`src/rtl/median_pkg.sv`:
```
// Shared definitions for the median filter datapath: pixel width default,
// 3x3 window element count and the (row, col) -> element index mapping.
package median_pkg;

  localparam int MEDIAN_DATA_W = 8;
  localparam int WIN_N         = 9;

  // Element (r,c) of a packed window sits at slot 3*r+c; r=0 is the oldest row, c=0 the oldest column.
  function automatic int win_idx(input int r, input int c);
    return 3 * r + c;
  endfunction

endpackage

```
`src/rtl/line_buffer.sv`:
```
// One-row delay line: a DEPTH-deep shift register that advances only when en is high,
// so dout is the sample accepted DEPTH accepts earlier. Contents are not cleared by reset.
module line_buffer #(
  parameter int DEPTH  = 16,
  parameter int DATA_W = 8
) (
  input  logic              clk,
  input  logic              rst,
  input  logic              en,
  input  logic [DATA_W-1:0] din,
  output logic [DATA_W-1:0] dout
);

  logic [DATA_W-1:0] r_sr [DEPTH];

  // Freeze while in reset so a restart never shifts in a bogus sample.
  always_ff @(posedge clk) begin
    if (en && !rst) begin
      r_sr[0] <= din;
      for (int i = 1; i < DEPTH; i++) r_sr[i] <= r_sr[i-1];
    end
  end

  assign dout = r_sr[DEPTH-1];

endmodule

```
`src/rtl/window_3x3_generator.sv`:
```
// Raster-to-3x3-window producer for the median filter; one interior window per accepted pixel.
// Optional WINDOW_COORD_EN adds out_row/out_col carrying the window centre coordinate.
module window_3x3_generator
  import median_pkg::*;
#(
  parameter int DATA_W = MEDIAN_DATA_W,
  parameter int IMG_W  = 16,
  parameter int IMG_H  = 16
) (
  input  logic                    clk,
  input  logic                    rst,
  input  logic                    in_valid,
  input  logic [DATA_W-1:0]       in_pixel,
  output logic                    out_valid,
  output logic [WIN_N*DATA_W-1:0] out_win,
`ifdef WINDOW_COORD_EN
  output logic [$clog2(IMG_H)-1:0] out_row,
  output logic [$clog2(IMG_W)-1:0] out_col,
`endif
  output logic                    frame_done
);

  localparam int CW = $clog2(IMG_W);
  localparam int RW = $clog2(IMG_H);
  localparam logic [CW-1:0] COL_LAST = CW'(IMG_W - 1);
  localparam logic [RW-1:0] ROW_LAST = RW'(IMG_H - 1);

  logic [CW-1:0]           r_col_p0;
  logic [RW-1:0]           r_row_p0;
  logic [DATA_W-1:0]       w_lb0_dout;
  logic [DATA_W-1:0]       w_lb1_dout;
  logic [DATA_W-1:0]       r_win_p0 [WIN_N];
  logic [DATA_W-1:0]       w_win_nxt [WIN_N];
  logic [WIN_N*DATA_W-1:0] w_win_pack;
  logic                    w_complete;
  logic                    w_last;

  line_buffer #(.DEPTH(IMG_W), .DATA_W(DATA_W)) u_lb0 (
    .clk  (clk),
    .rst  (rst),
    .en   (in_valid),
    .din  (in_pixel),
    .dout (w_lb0_dout)
  );

  line_buffer #(.DEPTH(IMG_W), .DATA_W(DATA_W)) u_lb1 (
    .clk  (clk),
    .rst  (rst),
    .en   (in_valid),
    .din  (w_lb0_dout),
    .dout (w_lb1_dout)
  );

  // Stage p0 -> next window: shift every row left, oldest row fed from the deepest line buffer.
  always_comb begin
    for (int r = 0; r < 3; r++) begin
      w_win_nxt[win_idx(r, 0)] = r_win_p0[win_idx(r, 1)];
      w_win_nxt[win_idx(r, 1)] = r_win_p0[win_idx(r, 2)];
      w_win_nxt[win_idx(r, 2)] = '0;
    end
    w_win_nxt[win_idx(0, 2)] = w_lb1_dout;
    w_win_nxt[win_idx(1, 2)] = w_lb0_dout;
    w_win_nxt[win_idx(2, 2)] = in_pixel;
    w_win_pack = '0;
    for (int i = 0; i < WIN_N; i++) w_win_pack[DATA_W*i +: DATA_W] = w_win_nxt[i];
  end

  // Row/col gating keeps windows from straddling a row wrap or a frame boundary.
  assign w_complete = in_valid && (r_row_p0 >= RW'(2)) && (r_col_p0 >= CW'(2));
  assign w_last     = (r_row_p0 == ROW_LAST) && (r_col_p0 == COL_LAST);

  always_ff @(posedge clk) begin
    if (rst) begin
      r_col_p0   <= '0;
      r_row_p0   <= '0;
      out_valid  <= 1'b0;
      frame_done <= 1'b0;
    end else begin
      out_valid  <= w_complete;
      frame_done <= w_complete && w_last;
      if (in_valid) begin
        if (r_col_p0 == COL_LAST) begin
          r_col_p0 <= '0;
          r_row_p0 <= (r_row_p0 == ROW_LAST) ? '0 : r_row_p0 + RW'(1);
        end else begin
          r_col_p0 <= r_col_p0 + CW'(1);
        end
      end
    end
  end

  // Stage p0 -> p1: window registers and the held output window.
  always_ff @(posedge clk) begin
    if (rst) begin
      for (int i = 0; i < WIN_N; i++) r_win_p0[i] <= '0;
      out_win <= '0;
`ifdef WINDOW_COORD_EN
      out_row <= '0;
      out_col <= '0;
`endif
    end else if (in_valid) begin
      for (int i = 0; i < WIN_N; i++) r_win_p0[i] <= w_win_nxt[i];
      if (w_complete) begin
        out_win <= w_win_pack;
`ifdef WINDOW_COORD_EN
        out_row <= r_row_p0 - RW'(1);
        out_col <= r_col_p0 - CW'(1);
`endif
      end
    end
  end

endmodule

```
`config.mk`:
```
export PLATFORM = sky130hd
export DESIGN_NAME = window_3x3_generator
export DESIGN_NICKNAME = d
export VERILOG_FILES = /design/src/rtl/median_pkg.sv /design/src/rtl/line_buffer.sv /design/src/rtl/window_3x3_generator.sv
export SDC_FILE = /design/constraint.sdc
export NUM_CORES = 1
export LEC_CHECK = 0
export ABC_CLOCK_PERIOD_IN_PS = 10000
export BUFFER_PORTS_ARGS = -buffer_cell sky130_fd_sc_hd__buf_2
export CAP_MARGIN = 30
export CELL_PAD_IN_SITES_DETAIL_PLACEMENT = 1
export CELL_PAD_IN_SITES_GLOBAL_PLACEMENT = 2
export CORE_MARGIN = 2
export CORE_UTILIZATION = 30
export CTS_CLUSTER_DIAMETER = 40
export DETAILED_ROUTE_END_ITERATION = 10
export PLACE_DENSITY = 0.62
export SYNTH_ARGS = -nofsm -noshare
export SYNTH_HDL_FRONTEND = slang
export SYNTH_SLANG_ARGS = --single-unit
export TNS_END_PERCENT = 30
```
`constraint.sdc`:
```
create_clock -name clk -period 10 [get_ports clk]
set_input_delay 0 -clock clk [delete_from_list [all_inputs] [get_ports clk]]
set_output_delay 0 -clock clk [all_outputs]
set_load 0.005 [all_outputs]
```
Yosys cells after proc, flatten, opt, wreduce, memory -nomap -nowiden
Memory sizes are Yosys's and may differ from the RTL's.
Cells that the tools add are included.
- register bits: 82
- memory bits (writable): 328
- input bits: 11
- output and inout bits: 74
- word-level logic and storage cells: 49
- memories: 3
- memory list (name ; depth ; bits a word ; read ports ; clocked after Yosys merged registers in ; write ports ; RTL line ; text):
    u_lb0.r_sr ; 16 ; 8 ; 16 ; 0 ; 16 ; line_buffer.sv:14 ; logic [DATA_W-1:0] r_sr [DEPTH];
    u_lb1.r_sr ; 16 ; 8 ; 16 ; 0 ; 16 ; line_buffer.sv:14 ;
    r_win_p0 ; 9 ; 8 ; 6 ; 0 ; 9 ; window_3x3_generator.sv:32 ; logic [DATA_W-1:0] r_win_p0 [WIN_N];
- $add $sub $neg: 2
- order comparisons: 2
- equal/unequal tests: 2
- multiplexer cells: 18
- bitwise gates (word level): 9
- reductions and logical operators: 8
- operator list (kind ; number):
    2-to-1 mux 8 bit ; 9
    OR 1 bit ; 9
    adder 4 x 1 -> 4 bit, second input constant ; 2
    == test 4 bit, second input constant ; 2
    greater-or-equal comparator 4 x 2 -> 1 bit, second input constant ; 2
    2-to-1 mux 4 bit ; 2
    2-to-1 mux 1 bit ; 7
    logical AND 1 bit ; 5
    AND reduction 2 bit ; 2
    logical NOT 1 bit ; 1

Longest topological paths before layout
Gate-level depths: netlist of run 1.
- depth in word-level cells: 4
- depth in mapped cells: 7

By module
From an unflattened synthesis of run 1, not the netlist that was laid out.
- cells, all modules: 743
- area total of the unflattened synthesis: 13395.3 sq um
- by module, submodules not included (module ; times used ; cells each ; area each (sq um) ; sequential area each (sq um)):
    line_buffer ; 2 ; 137 ; 3917.5 ; 3843.7
    window_3x3_generator ; 1 ; 469 ; 5560.3 ; 3083.0

Worst setup path before layout of run 1
No wires, ideal clock.
- kind: input to register
- from: input in_valid
- to: memory r_win_p0[1][0] (data pin)
- library setup time: 0.187 ns
- data arrival time: 7.829 ns
- data required time: 9.813 ns
- slack: 1.984 ns
- stages on the path: 3
- buffers on the path: 1
- path through: nor2b_1 clkbuf_1 and2_1
- RTL lines (element ; RTL line ; text):
    start, declared ; window_3x3_generator.sv:12 ; input logic in_valid,
    end, declared ; window_3x3_generator.sv:32 ;

==> impl_results.md, run 1 <==
* Fmax achieved at 0.3183 GHz
* Total Routing Usage GR at 0.09327
* Final non-filler cell total at 1472
* Flop2flop setup slack at 7.57 ns
* Post-Syn Area per Cell at 18.23 um^2
* Io pins at 85
* Initial antenna violation count at 0
* Root Driver: clkbuf_16
* Final Cell Area at 15930 um^2
* Netlist Area Pre-Place at 13220 um^2
* Sequential cell area fraction in the yosys report at 0.8148
* Min-delay src: in_pixel[3]
* Synth Register Bits at 386
* Initial DRC count at 292
* Vias in the first global route at 6073
* Pre-antenna DRT Iters at 4
* RSZ-0062 raised after global routing: false
* Worst path arrival time at 3.30 ns
* Hpwl dp at 12170 um
* Postcts setup bufs at 0
* Synth area leader: edfxtp_1
* Peak VDD IR at 91.88 uV
* Crit-path max FO at 85
* Final wirelength at 21530 um
* Fin crit share at 0.3142
* Fin. max-slew vios at 0
* Setup TNS at 0 ns
* R2r startpoint: r_row_p0[1]$_SDFFE_PP0P_
* Clock skew at 0.03105 ns
* Post-DP Area at 14210 um^2
* Skew-Pair Late Insertion Delay at 0.56 ns
* Outcome: finished clean
* EDFF count, synth at 304
* CTS tree: built
* Largest net degree at the start of global routing at 122
* Wire per inst at 14.63 um
* Critical path origin: rst
* Vias after detailed routing at 5942
* Final ANT Viol Nets at 0
* CP required at 10.16 ns
* Worst Setup End Kind: register
* PD cells at 224.0 nW/um^2
* Asr flop ratio synth at 0
* Cells after Synth at 725
* Share of cells above drive strength 1 at 0.1977
* Final count of hold timing violations at 0
* Synth top area share at 0.6906
* Dominant cell by count in the synthesized netlist: edfxtp_1
* Synth cell count leaders: edfxtp_1 (304), nand2b_1 (146), dfxtp_1 (82), mux2i_1 (72), and2_1 (48)
* Setup ws final at 6.858 ns
* Startpoint Class: primary input
* CP endpoint: u_lb0.r_sr[1][60]$_DFFE_PP_
* Top FF cell, synth: edfxtp_1
* Synth warn at 0
* CTS Hold Buffers Added at 10
* Cell Count Post-Placement at 1370
* Row Count at 76
* Die area at 45750 um^2
* R2r worst-path depth at 5
* Clk sinks at 386
* Max-cap viol count at 0
* CTS HTree Levels at 2
* Final nets at 861
* Vias per cell at 4.037
* Static leakage at 0.005518 uW
* Area Overhead vs Synth at 20.51%
* Starting Density at 0.3055
* Tmin final at 3.142 ns
* Reg clk slew, reported paths at 0.06 ns
* Main area contributors after synthesis: edfxtp_1 (69%), dfxtp_1 (12%), nand2b_1 (6.9%)
* Slew margin rel. at 0.3550
* Final setup fails at 0
* Post-CTS sizing at 0
* Die X at 213.9 um
* Worst Hold Class: in -> reg
* First-pass GRT wire length at 33760 um
* Synth Net Count at 740
* Die height at 213.9 um
* DP Worst Slack at 6.769 ns
* Residual DRC at 0
* Global route overflow at 0
* GPL Wtd Cong at 0.6628
* R2R Path End: out_win[2]$_SDFFE_PP0P_
* Library cells used by synthesis at 25
* Worst slew pin tran at 0.9674 ns
* Core footprint at 43270 um^2
* TritonCTS buffer count at 48
* Port Buf Inserts at 84
* Critical path class: in -> reg
* Max clock buf depth at 3
## worst min path at each step
stage	end	slack [ns]	cells past startpoint
3_5_place_dp	u_lb0.r_sr[0][3]$_DFFE_PP_	0.21	1
4_1_cts	u_lb0.r_sr[0][3]$_DFFE_PP_	0.15	2
6_report	u_lb0.r_sr[0][3]$_DFFE_PP_	0.18	2
2_1_floorplan	u_lb0.r_sr[0][0]$_DFFE_PP_	0.1	0
5_1_grt	u_lb0.r_sr[0][3]$_DFFE_PP_	0.18	2
3_3_place_gp	u_lb0.r_sr[0][3]$_DFFE_PP_	0.22	1
## worst max-delay path, stage by stage
cell and delay, ns:
dlygate4sd3_1 0.54, buf_4 0.24, nor2b_4 0.76, buf_4 0.51, buf_16 0.33, buf_4 0.81
## stage by stage
step | total power (uW) | util | hold WS [ns]
detailed placement | 1908 | 0.3283 | 0.2147
global route | 3698 | 0.3680 | 0.1824
CTS | 3630 | 0.3674 | 0.1497
finish | 3568 | 0.3682 | 0.1830
global placement | 1903 | 0.3277 | 0.2180
floorplan | 1891 | - | 0.09887
## registers in the layout, summed over array words and instances (netlist names)
register    cells
frame_done      1
out_valid       1
out_win        72
r_col_p0        4
r_row_p0        4
r_win_p0       48
u_lb0.r_sr    128
u_lb1.r_sr    128
## area by class of cell
cell class / count / area (um^2)
flip-flops and latches: 386 / 10770
fillers: 4349 / 27340
clock buffers: 56 / 1261
repair buffers: 102 / 623.1
multi-input cells: 305 / 2197
clock inverters: 33 / 329.1
diodes: 2 / 5.005
well taps: 585 / 732.0
inverters: 3 / 11.26
## power by group
group	internal (uW)	switching [uW]
clock	1000	689
sequential	1790	18.5
combinational	24.1	43.2
total	2820	751
## kinds of logic (layout without fill, tap and decap cells)
| family | count (synthesis) | count (layout) | share of synthesized area |
|---|---|---|---|
| buffers and inverters | 34 | 194 | 0.01950 |
| AOI/OAI and AO/OA | 8 | 8 | 0.003408 |
| other | 0 | 2 | 0 |
| adders and majority gates | 4 | 4 | 0.003787 |
| xor gates and xnor gates | 2 | 2 | 0.001325 |
| and+or+nand+nor | 219 | 219 | 0.1026 |
| muxes | 72 | 72 | 0.05452 |
| DFF | 386 | 386 | 0.8148 |
## layout by cell type, fill, tap and decap left out, types with 4 or more instances in the layout
cell	count
nand3_1	6
buf_2	83
and2_1	48
a21oi_1	4
nand2b_1	146
nor2_1	4
dfxtp_1	82
inv_6	12
clkbuf_1	5
clkbuf_16	48
clkinv_1	5
ha_1	4
edfxtp_1	304
clkinv_4	4
buf_4	7
mux2i_1	72
dlygate4sd3_1	10
## metal layers
layer | share of wire | GRT usage | vias to the layer above | wire length, um
met5 | 0 | 0 | - | 0
met4 | 0.022 | 0.03613 | 0 | 468
met3 | 0.047 | 0.02599 | 42 | 1017
met2 | 0.45 | 0.1434 | 112 | 9680
met1 | 0.48 | 0.1253 | 2926 | 10370
li1 | - | - | 2862 | -
(Power assumes the default switching activity.)
==> run 2, diff against run 1 <==
Settings changed: ABC_AREA set to 1, ABC_CLOCK_PERIOD_IN_PS 10000 to 3200, PLACE_DENSITY 0.62 to 0.65.
Clock period 10 ns to 3.2 ns, I/O delays scaled along.
==> impl_results.md, run 2 <==
* Outcome: finished clean
* Synth cell count leaders: edfxtp_1 (304), inv_1 (223), nand2_1 (153), nor2_1 (132), dfxtp_1 (82)
* Commonest non-fill, non-tap cell in the layout: edfxtp_1
* CTS tree: built
* Total Routing Usage GR at 0.1144
* Synth Net Count at 1053
* Main area contributors after synthesis: edfxtp_1 (67%), dfxtp_1 (12%), inv_1 (6.2%)
* Port Buf Inserts at 84
* Slew margin rel. at 0.4024
* RSZ-0062 raised after global routing: false
* Worst path arrival time at 2.83 ns
* Synth top area share at 0.6738
* Top FF cell, synth: edfxtp_1
* Most frequent cells in the layout: edfxtp_1 (304), inv_1 (222), nand2_1 (151), nor2_1 (132), buf_2 (83)
* R2R Path End: out_win[48]$_SDFFE_PP0P_
* Crit-path max FO at 42
* Worst Setup End Kind: register
* Residual DRC at 0
* Die area at 46880 um^2
* Cell Count Post-Placement at 1681
* Hpwl dp at 14660 um
* Clk sinks at 386
* PD cells at 710.3 nW/um^2
* Peak VDD IR at 371.8 uV
* GPL Wtd Cong at 0.6853
* Max-cap viol count at 0
* Sw Pwr at 2547 uW
* Seq pwr share at 0.480
* CP required at 3.70 ns
* Synth area leader: edfxtp_1
* Reg clk slew, reported paths at 0.06 ns
* Pint at 9178 uW
* Top Registers: u_lb0.r_sr (128), u_lb1.r_sr (128), out_win (72)
* Vias in the first global route at 7739
* Worst path slowest cell: nand3_4
* Clock share of power at 0.495
* Final Cell Area at 16510 um^2
* Initial antenna violation count at 0
* Fin crit share at 0.7293
* Asr flop ratio synth at 0
* Static leakage at 0.006519 uW
* Skew-Pair Late Insertion Delay at 0.57 ns
* Final wirelength at 26260 um
* R2r worst-path depth at 9
* Starting Density at 0.3050
* R2r startpoint: r_col_p0[0]$_SDFFE_PP0P_
* Final nets at 1168
* CP endpoint: out_win[48]$_SDFFE_PP0P_
* Critical path class: reg -> reg
* Vias after detailed routing at 7421
* Worst slew pin tran at 0.8965 ns
* Post-CTS sizing at 0
* Flop2flop setup slack at 0.87 ns
* Critical path origin: r_col_p0[0]$_SDFFE_PP0P_
* Library cells used by synthesis at 21
* Clock skew at 0.01783 ns
* First-pass GRT wire length at 42640 um
* Global route overflow at 0
* Pre-antenna DRT Iters at 4
* Startpoint Class: register
* Core footprint at 44410 um^2
* Tmin final at 2.334 ns
* Die height at 216.5 um
* Largest net degree at the start of global routing at 92
* Setup TNS at 0 ns
* Power Total at 11730 uW
* Post-Syn Area per Cell at 13.05 um^2
* CTS HTree Levels at 2
* Sw frac at 0.2173
* Io pins at 85
* Share of cells above drive strength 1 at 0.1589
* Sequential cell area fraction in the yosys report at 0.7950
* Synth warn at 0
* EDFF count, synth at 304
* Die X at 216.5 um
* Netlist Area Pre-Place at 13550 um^2
* Row Count at 77
* Post-DP Area at 14640 um^2
* TritonCTS buffer count at 52
* Combinational share of power at 0.024
* Fmax achieved at 0.4285 GHz
* Wire per inst at 14.69 um
* Area Overhead vs Synth at 21.85%
* Dominant cell by count in the synthesized netlist: edfxtp_1
* Final count of hold timing violations at 0
* Initial DRC count at 394
* Root Driver: clkbuf_16
* Max clock buf depth at 3
* Vias per cell at 4.150
* Final non-filler cell total at 1788
* Cells after Synth at 1038
* Final setup fails at 0
* Final ANT Viol Nets at 0
* Largest stage delay, worst path at 0.58 ns
* Cell Chain, Critical Path: inv_1, ha_1, nor2_1, nand2_4, nand3_4, buf_12, nand2_1, inv_1, nor2_1
* Fin. max-slew vios at 0
* Worst Hold Class: in -> reg
* Synth Register Bits at 386
* Inserted Diodes at 0
==> run 2: layout make-up <==
type | count | area, um^2
clock buffers | 61 | 1366
clock inverters | 36 | 401.6
fillers | 4689 | 27910
inverters | 224 | 844.6
multi-input cells | 384 | 1729
flip-flops and latches | 386 | 10770
well taps | 592 | 740.7
repair buffers | 105 | 655.6
==> run 2: cells by family after synthesis <==
kind of cell    Yosys count  share of synthesized area
fa+ha+maj                 4                   0.003694
xor+xnor                  1                  0.0006466
simple gates            371                     0.1179
flops                   386                     0.7950
compound gates            8                   0.002955
buf+inv                 268                    0.07979
==> run 2: power groups by stage <==
stage / Clock, uW / Combinational [uW] / Sequential (uW)
2_1_floorplan: 0 / 185 / 5740
3_3_place_gp: 0 / 281 / 5730
3_5_place_dp: 0 / 286 / 5740
4_1_cts: 6000 / 296 / 5640
5_1_grt: 6200 / 324 / 5650
6_report: 5810 / 286 / 5630
==> run 2: critical path: cells and delay by family, from the launching register on <==
| kind | cells | cell delay [ns] |
|---|---|---|
| adders and majority gates | 1 | 0.15 |
| buffers and inverters | 3 | 0.54 |
| DFF | 1 | 0.34 |
| and+or+nand+nor | 5 | 1.22 |
==> run 2: how the worst min path moves through the flow <==
stage,startpoint,to,slack (ns),cells past startpoint
6_report,in_pixel[7],u_lb0.r_sr[0][7]$_DFFE_PP_,0.16,2
5_1_grt,in_pixel[4],u_lb0.r_sr[0][4]$_DFFE_PP_,0.14,2
4_1_cts,in_pixel[7],u_lb0.r_sr[0][7]$_DFFE_PP_,0.12,2
3_5_place_dp,in_pixel[1],u_lb0.r_sr[0][1]$_DFFE_PP_,0.19,1
3_3_place_gp,in_pixel[1],u_lb0.r_sr[0][1]$_DFFE_PP_,0.20,1
2_1_floorplan,rst,out_valid$_SDFF_PP0_,0.07,1
==> run 2: timing repair <==
item,CTS,global route
hold buffers,10,0
setup endpoints to repair,0,0
endpoints found under the hold margin,40,0
buffers inserted,0,0
==> run 2: metal layers <==
metal  vias to the layer above  wire length (um)  global-route usage
li1                       3632                 -                   -
met1                      3608             12570              0.1529
met2                       137             12030              0.1835
met3                        44              1134             0.02737
met4                         0               536             0.03676
met5                         -                 0                   0
==> run 2: metrics by stage <==
stage                     hold slack [ns]    util  worst slack, ns
after global placement             0.1952  0.3292           0.7365
after CTS                          0.1188  0.3717           0.7778
after detailed placement           0.1940  0.3296           0.8297
after global routing               0.1398  0.3717           0.5979
after floorplan                   0.07238       -           -1.320
final                              0.1615  0.3717           0.8661
